[src/rtl/lectura_rtc_pkg.sv]
// lectura_defs: shared definitions for the RTC register reader.
//   - estado_t      : reader FSM state encodings
//   - CTRL_*        : Control mode encodings
//   - *_DEF         : default N_REG, DIR_BASE and T_ESPERA values
//   - es_bcd()      : true when both nibbles of a byte are 0..9
package lectura_defs;

    typedef enum logic [2:0] {
        REPOSO  = 3'd0,
        PEDIR   = 3'd1,
        ESPERAR = 3'd2,
        GUARDAR = 3'd3,
        FIN     = 3'd4
    } estado_t;

    localparam logic [1:0] CTRL_REPOSO   = 2'b00;
    localparam logic [1:0] CTRL_UNICO    = 2'b01;
    localparam logic [1:0] CTRL_CONTINUO = 2'b10;
    localparam logic [1:0] CTRL_CONGELAR = 2'b11;

    localparam int         N_REG_DEF    = 6;
    localparam logic [7:0] DIR_BASE_DEF = 8'h21;
    localparam int         T_ESPERA_DEF = 16;

    function automatic logic es_bcd(input logic [7:0] b);
        return (b[7:4] <= 4'd9) && (b[3:0] <= 4'd9);
    endfunction

endpackage

[src/rtl/lectura_rtc_if.sv]
// lectura_rtc_if: read bus between the reader (master) and the RTC (slave).
//   Direccion : register address, valid while req_bus is high
//   req_bus   : read request, held high until ack_bus or until the reader
//               gives up on a timeout
//   ack_bus   : one-cycle acknowledge; Dato_in is valid in the same cycle
//               and is only taken while the reader is waiting
//   Dato_in   : byte returned by the RTC
interface lectura_rtc_if;

    logic [7:0] Direccion;
    logic       req_bus;
    logic       ack_bus;
    logic [7:0] Dato_in;

    modport master (
        output Direccion,
        output req_bus,
        input  ack_bus,
        input  Dato_in
    );

    modport slave (
        input  Direccion,
        input  req_bus,
        output ack_bus,
        output Dato_in
    );

endinterface

[src/rtl/lectura_rtc_contador_espera.sv]
// contador_espera: acknowledge-wait counter.
//   reloj      : clock (rising edge)
//   resetM     : synchronous active-high reset
//   clear      : reload the count with zero (wins over enable)
//   enable     : count one wait cycle
//   fin_cuenta : high while the count equals T_ESPERA-1
module contador_espera
    import lectura_defs::*;
#(
    parameter int T_ESPERA = T_ESPERA_DEF
) (
    input  logic reloj,
    input  logic resetM,
    input  logic clear,
    input  logic enable,
    output logic fin_cuenta
);

    localparam int CW = (T_ESPERA > 1) ? $clog2(T_ESPERA) : 1;

    logic [CW-1:0] cuenta_q;
    logic [CW-1:0] cuenta_d;

    assign fin_cuenta = (cuenta_q == CW'(T_ESPERA - 1));

    // Saturate at the terminal count so the flag stays up until cleared.
    always_comb begin
        cuenta_d = cuenta_q;
        if (clear) begin
            cuenta_d = '0;
        end else if (enable && !fin_cuenta) begin
            cuenta_d = cuenta_q + CW'(1);
        end
    end

    always_ff @(posedge reloj) begin
        if (resetM) begin
            cuenta_q <= '0;
        end else begin
            cuenta_q <= cuenta_d;
        end
    end

endmodule

[src/rtl/lectura_rtc.sv]
// lectura_rtc: sweeps N_REG consecutive RTC registers starting at DIR_BASE
// and publishes them together once the whole sweep has been read.
//   reloj         : clock (rising edge)
//   resetM        : synchronous active-high reset
//   Control       : 00 idle, 01 single sweep, 10 continuous, 11 hold
//   inicio        : one-cycle start strobe, accepted only in REPOSO
//   bus           : read bus (master side), see lectura_rtc_if
//   Registros     : captured bytes, register i at [8i+7:8i]
//   listo         : one-cycle pulse when a sweep completes without error
//   error_lectura : sticky; cleared by reset or by the next accepted start
//   estado_dbg    : current FSM state
// Build option: LECTURA_BCD_CHECK_EN rejects bytes with a nibble above 9.
module lectura_rtc
    import lectura_defs::*;
#(
    parameter int         N_REG    = N_REG_DEF,
    parameter logic [7:0] DIR_BASE = DIR_BASE_DEF,
    parameter int         T_ESPERA = T_ESPERA_DEF
) (
    input  logic               reloj,
    input  logic               resetM,
    input  logic [1:0]         Control,
    input  logic               inicio,
    lectura_rtc_if.master      bus,
    output logic [8*N_REG-1:0] Registros,
    output logic               listo,
    output logic               error_lectura,
    output estado_t            estado_dbg
);

    localparam int IW = (N_REG > 1) ? $clog2(N_REG) : 1;

    estado_t            estado_q,    estado_d;
    logic [IW-1:0]      indice_q,    indice_d;
    logic [7:0]         direccion_q, direccion_d;
    logic               req_q,       req_d;
    logic               listo_q,     listo_d;
    logic               error_q,     error_d;
    logic [7:0]         byte_q,      byte_d;
    logic [8*N_REG-1:0] banco_q,     banco_d;
    logic [8*N_REG-1:0] registros_q, registros_d;

    logic               cnt_clear;
    logic               cnt_enable;
    logic               fin_cuenta;
    logic [8*N_REG-1:0] banco_w;
    logic               ultimo;
    logic               byte_ok;

    contador_espera #(
        .T_ESPERA (T_ESPERA)
    ) u_contador_espera (
        .reloj      (reloj),
        .resetM     (resetM),
        .clear      (cnt_clear),
        .enable     (cnt_enable),
        .fin_cuenta (fin_cuenta)
    );

    // All outputs are registered, so the values shown during a state are
    // loaded on the edge that enters it. In particular the bank copy and
    // the listo pulse are loaded on the GUARDAR->FIN edge, which makes
    // them visible together during FIN.
    always_comb begin
        estado_d    = estado_q;
        indice_d    = indice_q;
        direccion_d = direccion_q;
        req_d       = req_q;
        listo_d     = 1'b0;
        error_d     = error_q;
        byte_d      = byte_q;
        banco_d     = banco_q;
        registros_d = registros_q;
        cnt_clear   = 1'b0;
        cnt_enable  = 1'b0;

        banco_w = banco_q;
        for (int i = 0; i < N_REG; i++) begin
            if (indice_q == IW'(i)) begin
                banco_w[8*i +: 8] = byte_q;
            end
        end
        ultimo = (indice_q == IW'(N_REG - 1));
`ifdef LECTURA_BCD_CHECK_EN
        byte_ok = es_bcd(byte_q);
`else
        byte_ok = 1'b1;
`endif

        case (estado_q)
            REPOSO: begin
                if (inicio && (Control == CTRL_UNICO || Control == CTRL_CONTINUO)) begin
                    estado_d    = PEDIR;
                    indice_d    = '0;
                    direccion_d = DIR_BASE;
                    req_d       = 1'b1;
                    error_d     = 1'b0;
                end
            end
            PEDIR: begin
                cnt_clear = 1'b1;
                if (Control == CTRL_REPOSO) begin
                    estado_d = REPOSO;
                    req_d    = 1'b0;
                end else begin
                    estado_d = ESPERAR;
                end
            end
            ESPERAR: begin
                cnt_enable = 1'b1;
                if (Control == CTRL_REPOSO) begin
                    estado_d = REPOSO;
                    req_d    = 1'b0;
                end else if (bus.ack_bus) begin
                    byte_d   = bus.Dato_in;
                    req_d    = 1'b0;
                    estado_d = GUARDAR;
                end else if (fin_cuenta) begin
                    error_d  = 1'b1;
                    req_d    = 1'b0;
                    estado_d = REPOSO;
                end
            end
            GUARDAR: begin
                if (!byte_ok) begin
                    error_d  = 1'b1;
                    estado_d = REPOSO;
                end else begin
                    banco_d = banco_w;
                    if (ultimo) begin
                        estado_d = FIN;
                        listo_d  = 1'b1;
                        // Hold mode freezes the published copy only.
                        if (Control != CTRL_CONGELAR) begin
                            registros_d = banco_w;
                        end
                    end else begin
                        indice_d    = indice_q + IW'(1);
                        direccion_d = DIR_BASE + 8'(indice_q + IW'(1));
                        req_d       = 1'b1;
                        estado_d    = PEDIR;
                    end
                end
            end
            FIN: begin
                indice_d = '0;
                if (Control == CTRL_CONTINUO) begin
                    estado_d    = PEDIR;
                    direccion_d = DIR_BASE;
                    req_d       = 1'b1;
                end else begin
                    estado_d = REPOSO;
                end
            end
            default: begin
                estado_d = REPOSO;
                req_d    = 1'b0;
            end
        endcase
    end

    always_ff @(posedge reloj) begin
        if (resetM) begin
            estado_q    <= REPOSO;
            indice_q    <= '0;
            direccion_q <= 8'h00;
            req_q       <= 1'b0;
            listo_q     <= 1'b0;
            error_q     <= 1'b0;
            byte_q      <= 8'h00;
            banco_q     <= '0;
            registros_q <= '0;
        end else begin
            estado_q    <= estado_d;
            indice_q    <= indice_d;
            direccion_q <= direccion_d;
            req_q       <= req_d;
            listo_q     <= listo_d;
            error_q     <= error_d;
            byte_q      <= byte_d;
            banco_q     <= banco_d;
            registros_q <= registros_d;
        end
    end

    assign bus.Direccion  = direccion_q;
    assign bus.req_bus    = req_q;
    assign Registros      = registros_q;
    assign listo          = listo_q;
    assign error_lectura  = error_q;
    assign estado_dbg     = estado_q;

endmodule
[src/flat_wrapper.sv]
// flat-port wrapper written by rule: the top's interface ports become plain ports
module lectura_rtc_flat import lectura_defs::*;
#(
    parameter int         N_REG    = N_REG_DEF,
    parameter logic [7:0] DIR_BASE = DIR_BASE_DEF,
    parameter int         T_ESPERA = T_ESPERA_DEF
)
  (reloj, resetM, Control, inicio, Registros, listo, error_lectura, estado_dbg, bus_Direccion, bus_req_bus, bus_ack_bus, bus_Dato_in);
  lectura_rtc_if bus_i ();
  input  logic reloj;
  input  logic resetM;
  input  logic [1:0] Control;
  input  logic inicio;
  output logic [8*N_REG-1:0] Registros;
  output logic listo;
  output logic error_lectura;
  output estado_t estado_dbg;
  output wire logic [$bits(bus_i.Direccion)-1:0] bus_Direccion;
  output wire logic [$bits(bus_i.req_bus)-1:0] bus_req_bus;
  input wire logic [$bits(bus_i.ack_bus)-1:0] bus_ack_bus;
  input wire logic [$bits(bus_i.Dato_in)-1:0] bus_Dato_in;
  assign bus_Direccion = bus_i.Direccion;
  assign bus_req_bus = bus_i.req_bus;
  assign bus_i.ack_bus = bus_ack_bus;
  assign bus_i.Dato_in = bus_Dato_in;
  lectura_rtc #(.N_REG(N_REG), .DIR_BASE(DIR_BASE), .T_ESPERA(T_ESPERA)) u_core (.reloj(reloj), .resetM(resetM), .Control(Control), .inicio(inicio), .bus(bus_i), .Registros(Registros), .listo(listo), .error_lectura(error_lectura), .estado_dbg(estado_dbg));
endmodule
[config.mk]
export PLATFORM = sky130hd
export DESIGN_NAME = lectura_rtc_flat
export DESIGN_NICKNAME = d
export VERILOG_FILES = /design/src/rtl/lectura_rtc_pkg.sv /design/src/rtl/lectura_rtc_if.sv /design/src/rtl/lectura_rtc_contador_espera.sv /design/src/rtl/lectura_rtc.sv /design/src/flat_wrapper.sv
export SDC_FILE = /design/constraint.sdc
export NUM_CORES = 1
export LEC_CHECK = 0
export CAP_MARGIN = 20
export CELL_PAD_IN_SITES_DETAIL_PLACEMENT = 1
export CELL_PAD_IN_SITES_GLOBAL_PLACEMENT = 2
export CORE_MARGIN = 5
export CORE_UTILIZATION = 29
export DETAILED_ROUTE_END_ITERATION = 10
export PLACE_DENSITY = 0.82
export SYNTH_ARGS = -nofsm -noshare
export SYNTH_HDL_FRONTEND = slang
export SYNTH_SLANG_ARGS = --single-unit
[constraint.sdc]
create_clock -name reloj -period 1.95 [get_ports reloj]
set_input_delay 0.39 -clock reloj [delete_from_list [all_inputs] [get_ports reloj]]
set_output_delay 0.39 -clock reloj [all_outputs]
set_load 0.02 [all_outputs]
==> metrics.txt, run 1 <==
Starting Density 29.6%; fmax 538 MHz; unique cell type count in the Yosys netlist 49; CTS tree done; mean post-synth cell area 8.45 um2; period utilization 95.2%; PD cells 924 nW/um2; Synth area leader dfxtp_1; H-tree depth 4; Hold Slack 0.306 ns; startpoint types register; Top FF cell, synth dfxtp_1; crit path capture type register; DRC viols 0; RSZ-0062 raised after global routing no; I/O pin count 76; EDFF count, synth 0; DP Area 5990 um2; vias in the first global route 4605; first-pass GRT wire length 23600 um; Post-CTS Setup Bufs 0; top-area cell type share of the netlist area 46.9%; GRT Util Overall 15.0%; CTS sink count 115; synthesized instance count 581; Worst EP arrival 2.21 ns; largest net degree at the start of global routing 113; final setup fails 0; Clock Latency Late Sink 0.42 ns; most frequent cells in the layout 114 x nand2_1, 114 x dfxtp_1, 69 x clkdlybuf4s50_1; CORE AREA 16600 um2; TritonRoute pass-1 iters 4; P&R area growth vs syn 35.3%; Max Buffers Root-to-Sink 2; Placer Congestion 0.795; Antenna Nets Post-Route 0; crit path max fanout 6; cts hold-fix bufs 0; antenna cells 0; final slew viol count 0; FFs w/ async S/R, synth 0%; Final HPWL DP 9640 um; worst slack, placed -0.282 ns; CTS root buf clkbuf_16; antenna violations before repair 0; worst setup margin 0.0927 ns; # port buffers 73; share of cells above drive strength 1 12.5%; largest cells by area after synthesis dfxtp_1 47%, nand2_1 8.9%, a21oi_1 6.9%; via/cell ratio 4.84; total gr overflow 0; worst hold path type in2reg; die area 19600 um2; die width 140 um; Least-Margin Pin Slew 0.636 ns; NumNets Final 677; Fin. Hold Viols 0; setup TNS 0 ns; VDD IR-drop max 0.568 mV; final instance area 6640 um2; status completed; Synth Register Bits 115; TritonCTS buffer count 17; register area share after synthesis 46.9%; P_leak 2.18 nW; slew margin rel. 57.6%; Setup CP Type reg2reg; Data required, critical path 2.30 ns; FP Rows 47; Cell Area, Synth 4910 um2; Final Skew 0.00843 ns; Tmin final 1.86 ns; final WL 14400 um; die height 140 um; Max-cap violations 0; starting DRC count in detailed routing 246; via count 4285; Synth Warn # 0; CTS clk-pin slew, worst paths 0.05 ns; routed len/inst 16.2 um
-- cells in the mapped netlist, types with 2 or more instances --
cell type	instances
a21oi_1	68
ha_1	10
buf_2	15
and2_1	4
inv_1	11
buf_6	4
or2_2	2
nor2b_1	3
dfxtp_1	115
nor3_1	2
nor2_2	2
nand3_1	18
and3b_2	2
buf_4	3
xor2_1	2
clkbuf_1	30
a211oi_1	35
nand2_1	116
a311oi_1	8
or3_1	2
nor2_1	50
o21ai_0	21
mux2i_1	32
-- metrics by stage --
step                cells  util [%]  power (mW)
floorplan             582         -        2.66
global placement      854      36.1        2.78
detailed placement    854      36.1        2.79
CTS                   886      40.0        6.22
global route          886      40.1        6.34
finish                886      40.1        6.14
-- worst paths after layout --
kind	from	end	slack, ns	cells after the start
worst max-delay path	u_core.indice_q[0]	u_core.bus.Direccion[4]	0.09	5
worst min-delay path	resetM	u_core.indice_q[2]	0.31	3
worst max register to register	u_core.indice_q[0]	u_core.bus.Direccion[4]	0.09	5
worst min register to register	u_core.banco_q[28]	u_core.banco_q[28]	0.45	2
-- power by group --
| part | internal, mW | total (mW) | switching (mW) |
|---|---|---|---|
| logic | 0.138 | 0.326 | 0.188 |
| clock network | 2.30 | 3.40 | 1.10 |
| registers | 2.37 | 2.42 | 0.0403 |
-- registers in the layout (all words and copies together) (netlist names) --
name                               cells
u_core.Registros                      48
u_core.estado_dbg                      3
u_core.u_contador_espera.cuenta_q      4
u_core.error_lectura                   1
u_core.bus.req_bus                     1
u_core.bus.Direccion                   6
u_core.listo                           1
u_core.byte_q                          8
u_core.indice_q                        3
u_core.banco_q                        40
-- timing repair --
item                       4_1_cts  5_1_grt
setup endpoints to repair        3       19
gates resized for setup          3        5
pin swaps                        0        1
-- cells by family after synthesis --
logic type / Yosys count / share of synthesized area, %
AO/OA/AOI/OAI: 143 / 17.9
XOR/XNOR: 3 / 0.535
adder cells (fa/ha/maj): 10 / 2.55
buffers and inverters: 64 / 6.12
flip-flops: 115 / 46.9
multiplexers: 32 / 6.52
other: 1 / 0.0764
AND/OR/NAND/NOR: 213 / 19.4
-- layout make-up --
| class | instances | area (um2) |
|---|---|---|
| Multi-Input combinational cell | 403 | 2320 |
| Clock buffer | 24 | 502 |
| Sequential cell | 115 | 2300 |
| Timing Repair Buffer | 105 | 1050 |
| Clock inverter | 8 | 146 |
| Fill cell | 1925 | 9940 |
| Tap cell | 220 | 275 |
| Inverter | 11 | 41.3 |
-- per-layer routing --
| layer | track usage [%] | vias up | part of all wire [%] |
|---|---|---|---|
| li1 | - | 2131 | - |
| met1 | 17.9 | 2056 | 45 |
| met2 | 25.3 | 85 | 48 |
| met3 | 5.25 | 13 | 5.0 |
| met4 | 4.95 | 0 | 1.2 |
| met5 | 0 | - | 0 |
-- critical path, stage by stage (launching register included) --
cell,delay (ns)
dfxtp_2,0.35
ha_1,0.21
ha_1,0.28
or2_2,0.29
or4_1,0.52
o21ai_1,0.14
(Power assumes the default switching activity.)
==> run 2, diff against run 1 <==
--- a/config.mk
+++ b/config.mk
@@ -11,7 +11,9 @@
 export CORE_MARGIN = 5
 export CORE_UTILIZATION = 29
 export DETAILED_ROUTE_END_ITERATION = 10
-export PLACE_DENSITY = 0.82
+export PLACE_DENSITY = 0.81
+export REMOVE_ABC_BUFFERS = 1
 export SYNTH_ARGS = -nofsm -noshare
 export SYNTH_HDL_FRONTEND = slang
+export SYNTH_HIERARCHICAL = 1
 export SYNTH_SLANG_ARGS = --single-unit
==> metrics.txt, run 2 <==
EDFF count, synth 0; most frequent cell after synthesis dfxtp_1; period utilization 93.4%; Fin. Hold Viols 0; status completed; most frequent cells in the layout 111 x dfxtp_1, 78 x nand2_1, 68 x clkdlybuf4s50_1; total gr overflow 0; most frequent cells after synthesis 114 x dfxtp_1, 78 x nand2_1, 66 x nor2_1; hold depth 2; # port buffers 72; number of flip-flops in the largest register 48; first-pass GRT wire length 22900 um; Tmin final 1.82 ns; crit path capture type register; Placer Congestion 0.782; Clock Latency Late Sink 0.42 ns; GRT Util Overall 14.6%; CORE AREA 16500 um2; PD cells 875 nW/um2; largest cells by area after synthesis dfxtp_1 47%, mux2i_1 9.9%, nand2_1 6.0%; DP Cell Count 835; via/cell ratio 4.86; FP Rows 47; R2R depth 8; Reg-to-Reg Start u_core/indice_q[1]; TritonRoute pass-1 iters 4; TritonCTS buffer count 17; startpoint types input port; share of cells above drive strength 1 11.9%; antenna violations before repair 0; NumNets Final 659; antenna cells 0; Hold Crit Start resetM; CTS sink count 114; Synth area leader dfxtp_1; register area share after synthesis 47.1%; Starting Density 29.4%; FFs w/ async S/R, synth 0%; die width 139 um; Max Buffers Root-to-Sink 2; top-area cell type share of the netlist area 47.1%; final setup fails 0; routed len/inst 16.0 um; via count 4217; unique cell type count in the Yosys netlist 45; CTS root buf clkbuf_16; DRC viols 0; vias in the first global route 4434; Cell Area, Synth 4840 um2; CTS clk-pin slew, worst paths 0.05 ns; Worst EP arrival 2.11 ns; slew margin rel. 61.8%; Final Skew 0.00994 ns; Worst Setup SP Control[0]; I/O pin count 76; Final Non-Filler Cells 868; CTS tree done; Synth Register Bits 114; final slew viol count 0; synthesized instance count 557; Critical-path top delay cell or4b_1; Final HPWL DP 9660 um; P_leak 2.35 nW; Hold Slack 0.367 ns; mean post-synth cell area 8.69 um2; cts hold-fix bufs 0; starting DRC count in detailed routing 203; P&R area growth vs syn 34.3%; H-tree depth 4; die height 139 um; die area 19400 um2; final WL 13800 um; worst hold path type in2reg; largest net degree at the start of global routing 86; CP cell instances clkdlybuf4s50_1 -> inv_1 -> ha_1 -> or4b_1 -> a21boi_1 -> a31oi_1 -> nor3_1; Max stage delay on crit path 0.48 ns; Max-cap violations 0; most common library cell in the layout ignoring fill and taps dfxtp_1; Fillers 1907; crit path max fanout 5; Least-Margin Pin Slew 0.573 ns; Top FF cell, synth dfxtp_1; VDD IR-drop max 0.588 mV; Synth Warn # 6; Antenna Nets Post-Route 0; fmax 549 MHz; Data required, critical path 2.24 ns; Setup CP Type in2reg
## run 2: final cells by class
type                            count  area, um2  share of cell area [%]
Clock inverter                      5       75.1                    1.15
Multi-Input combinational cell    383       2300                    35.3
Timing Repair Buffer              109       1040                    16.0
Inverter                           10       37.5                   0.577
Clock buffer                       27        493                    7.58
Sequential cell                   114       2290                    35.2
Tap cell                          220        275                    4.23
## run 2: kinds of logic (layout without fill, tap and decap cells)
kind of cell               count (synthesis)  in the layout  share of synthesized area, %
muxes                                     48             48                          9.92
and+or+nand+nor                          207            207                          19.3
AOI/OAI and AO/OA                        115            115                          15.3
buffers and inverters                     62            151                          5.66
adders and majority gates                 10             10                          2.58
DFF                                      114            114                          47.1
other                                      1              3                        0.0774
## run 2: final timing paths
kind,endpoint,slack [ns]
setup reg to reg,u_core/Registros[39],0.14
setup / recovery,u_core/bus.req_bus,0.13
hold / removal,u_core/estado_dbg[2],0.37
hold reg to reg,u_core/bus.Direccion[5],0.45
## run 2: timing repair
item,in CTS,in global routing
setup endpoints to repair,11,39
buffers inserted,0,1
gates resized for setup,5,3
pin swaps,0,1
## run 2: per-layer routing
metal  GRT usage [%]  share of wire (%)
met1            17.4                 46
met2            24.7                 48
met3            4.91                4.2
met4            4.99                1.8
met5               0                  0
## run 2: power breakdown
| group | internal (mW) | switching, mW |
|---|---|---|
| Clock | 1.97 | 1.01 |
| Sequential | 2.36 | 0.0350 |
| Combinational | 0.129 | 0.184 |
| Total | 4.46 | 1.23 |
## run 2: through the flow
step           worst slack (ns)  power, mW  setup TNS, ns  instance area (um2)  utilization (%)
6_report                  0.129       5.69              0                 6500             39.5
5_1_grt                -0.00198       5.92       -0.00396                 6500             39.5
4_1_cts                 0.00538       5.77              0                 6490             39.4
3_5_place_dp             -0.282       2.75          -9.42                 5910             35.9
3_3_place_gp             -0.223       2.74          -7.19                 5910             35.9
2_1_floorplan             -1.00       2.57         -46.43                 4610                -
## run 2: critical path: cells and delay by family
kind / cells / cell delay [ns]
simple gates: 2 / 0.54
fa+ha+maj: 1 / 0.23
compound gates: 2 / 0.42
buf+inv: 2 / 0.53
==> run 3, diff against run 2 <==
--- a/config.mk
+++ b/config.mk
@@ -11,6 +11,8 @@
 export CORE_MARGIN = 5
 export CORE_UTILIZATION = 29
 export DETAILED_ROUTE_END_ITERATION = 10
+export HOLD_SLACK_MARGIN = 0.08
+export MAX_ROUTING_LAYER = met4
 export PLACE_DENSITY = 0.81
 export REMOVE_ABC_BUFFERS = 1
 export SYNTH_ARGS = -nofsm -noshare
==> metrics.txt, run 3 (synthesis results as in run 2) <==
crit path max fanout 2; Antenna Nets Post-Route 0; Placer Congestion 0.793; startpoint types register; Critical-path top delay cell clkdlybuf4s50_1; Top delay family on crit path buffers and inverters; share of cells above drive strength 1 12.0%; Fin. Hold Viols 0; Hold Slack 0.367 ns; die width 139 um; starting DRC count in detailed routing 197; via/cell ratio 4.85; Max Buffers Root-to-Sink 2; slew margin rel. 61.5%; antenna cells 0; antenna violations before repair 0; PD cells 875 nW/um2; H-tree depth 4; Reg2Reg Setup Slack 0.12 ns; CTS tree done; Setup CP Type reg2out; first-pass GRT wire length 22800 um; Clock Latency Late Sink 0.42 ns; largest net degree at the start of global routing 86; WP buf/inv 1; VDD IR-drop max 0.587 mV; TritonRoute pass-1 iters 4; Final Skew 0.0101 ns; vias in the first global route 4433; via count 4208; Starting Density 29.4%; FP Rows 47; die area 19400 um2; NumNets Final 659; Max stage delay on crit path 0.64 ns; worst hold path type in2reg; # port buffers 72; Data required, critical path 1.56 ns; GRT Util Overall 15.1%; Worst EP arrival 1.44 ns; most frequent cells in the layout 111 x dfxtp_1, 77 x nand2_1, 68 x clkdlybuf4s50_1; status completed; Tmin final 1.83 ns; die height 139 um; routed len/inst 16.0 um; final WL 13800 um; P&R area growth vs syn 34.3%; period utilization 93.8%; Util after Layout 39.5%; DRC viols 0; crit path capture type output pin; TritonCTS buffer count 17; CP cell instances clkdlybuf4s50_1; most common library cell in the layout ignoring fill and taps dfxtp_1; P_leak 2.35 nW; number of flip-flops in the largest register 48; Least-Margin Pin Slew 0.577 ns; CTS root buf clkbuf_16; total gr overflow 0; fmax 547 MHz; RSZ-0062 raised after global routing no; CTS clk-pin slew, worst paths 0.05 ns; final slew viol count 0; CTS sink count 114; setup TNS 0 ns; final setup fails 0; I/O pin count 76; Max-cap violations 0; CORE AREA 16500 um2; Final HPWL DP 9660 um; post-layout power 5.69 mW
-- run 3: final timing paths --
kind	from	endpoint	depth (start not counted)
hold reg to reg	u_core/bus.Direccion[5]	u_core/bus.Direccion[5]	2
hold / removal	resetM	u_core/estado_dbg[2]	2
setup reg to reg	u_core/indice_q[2]	u_core/banco_q[32]	5
setup / recovery	u_core/Registros[44]	Registros[44]	1
-- run 3: power by group --
group / total, mW / internal (mW) / switching, mW / leakage, nW
combinational: 0.314 / 0.129 / 0.184 / 1.16
sequential: 2.39 / 2.36 / 0.0350 / 0.920
clock: 2.98 / 1.97 / 1.01 / 0.279
total: 5.69 / 4.46 / 1.23 / 2.35
-- run 3: stage by stage --
stage	worst slack, ns	instances	cell area [um2]
after detailed placement	-0.282	835	5910
final	0.121	868	6500
after CTS	0.00538	867	6490
after global routing	0.000929	868	6500
after global placement	-0.223	835	5910
after floorplan	-1.00	507	4610
-- run 3: area by class of cell --
class                      count  area (um2)
tap                          220         275
timing repair buffer         109        1040
clock buffer                  27         493
fill                        1907        9960
sequential                   114        2290
clock inverter                 5        75.1
inverter                      10        37.5
multi-input combinational    383        2300
-- run 3: what timing repair did --
action	4_1_cts	5_1_grt
buffers inserted	0	1
setup endpoints to repair	11	39
gates resized for setup	5	4
hold buffers	0	0
pin swaps	0	1
-- run 3: layer usage --
metal	GRT usage, %	wire (um)	up-vias
met4	4.99	232	0
met1	17.7	6390	2031
met2	24.7	6730	80
li1	-	-	2079
met3	4.70	491	18
met5	-	0	-
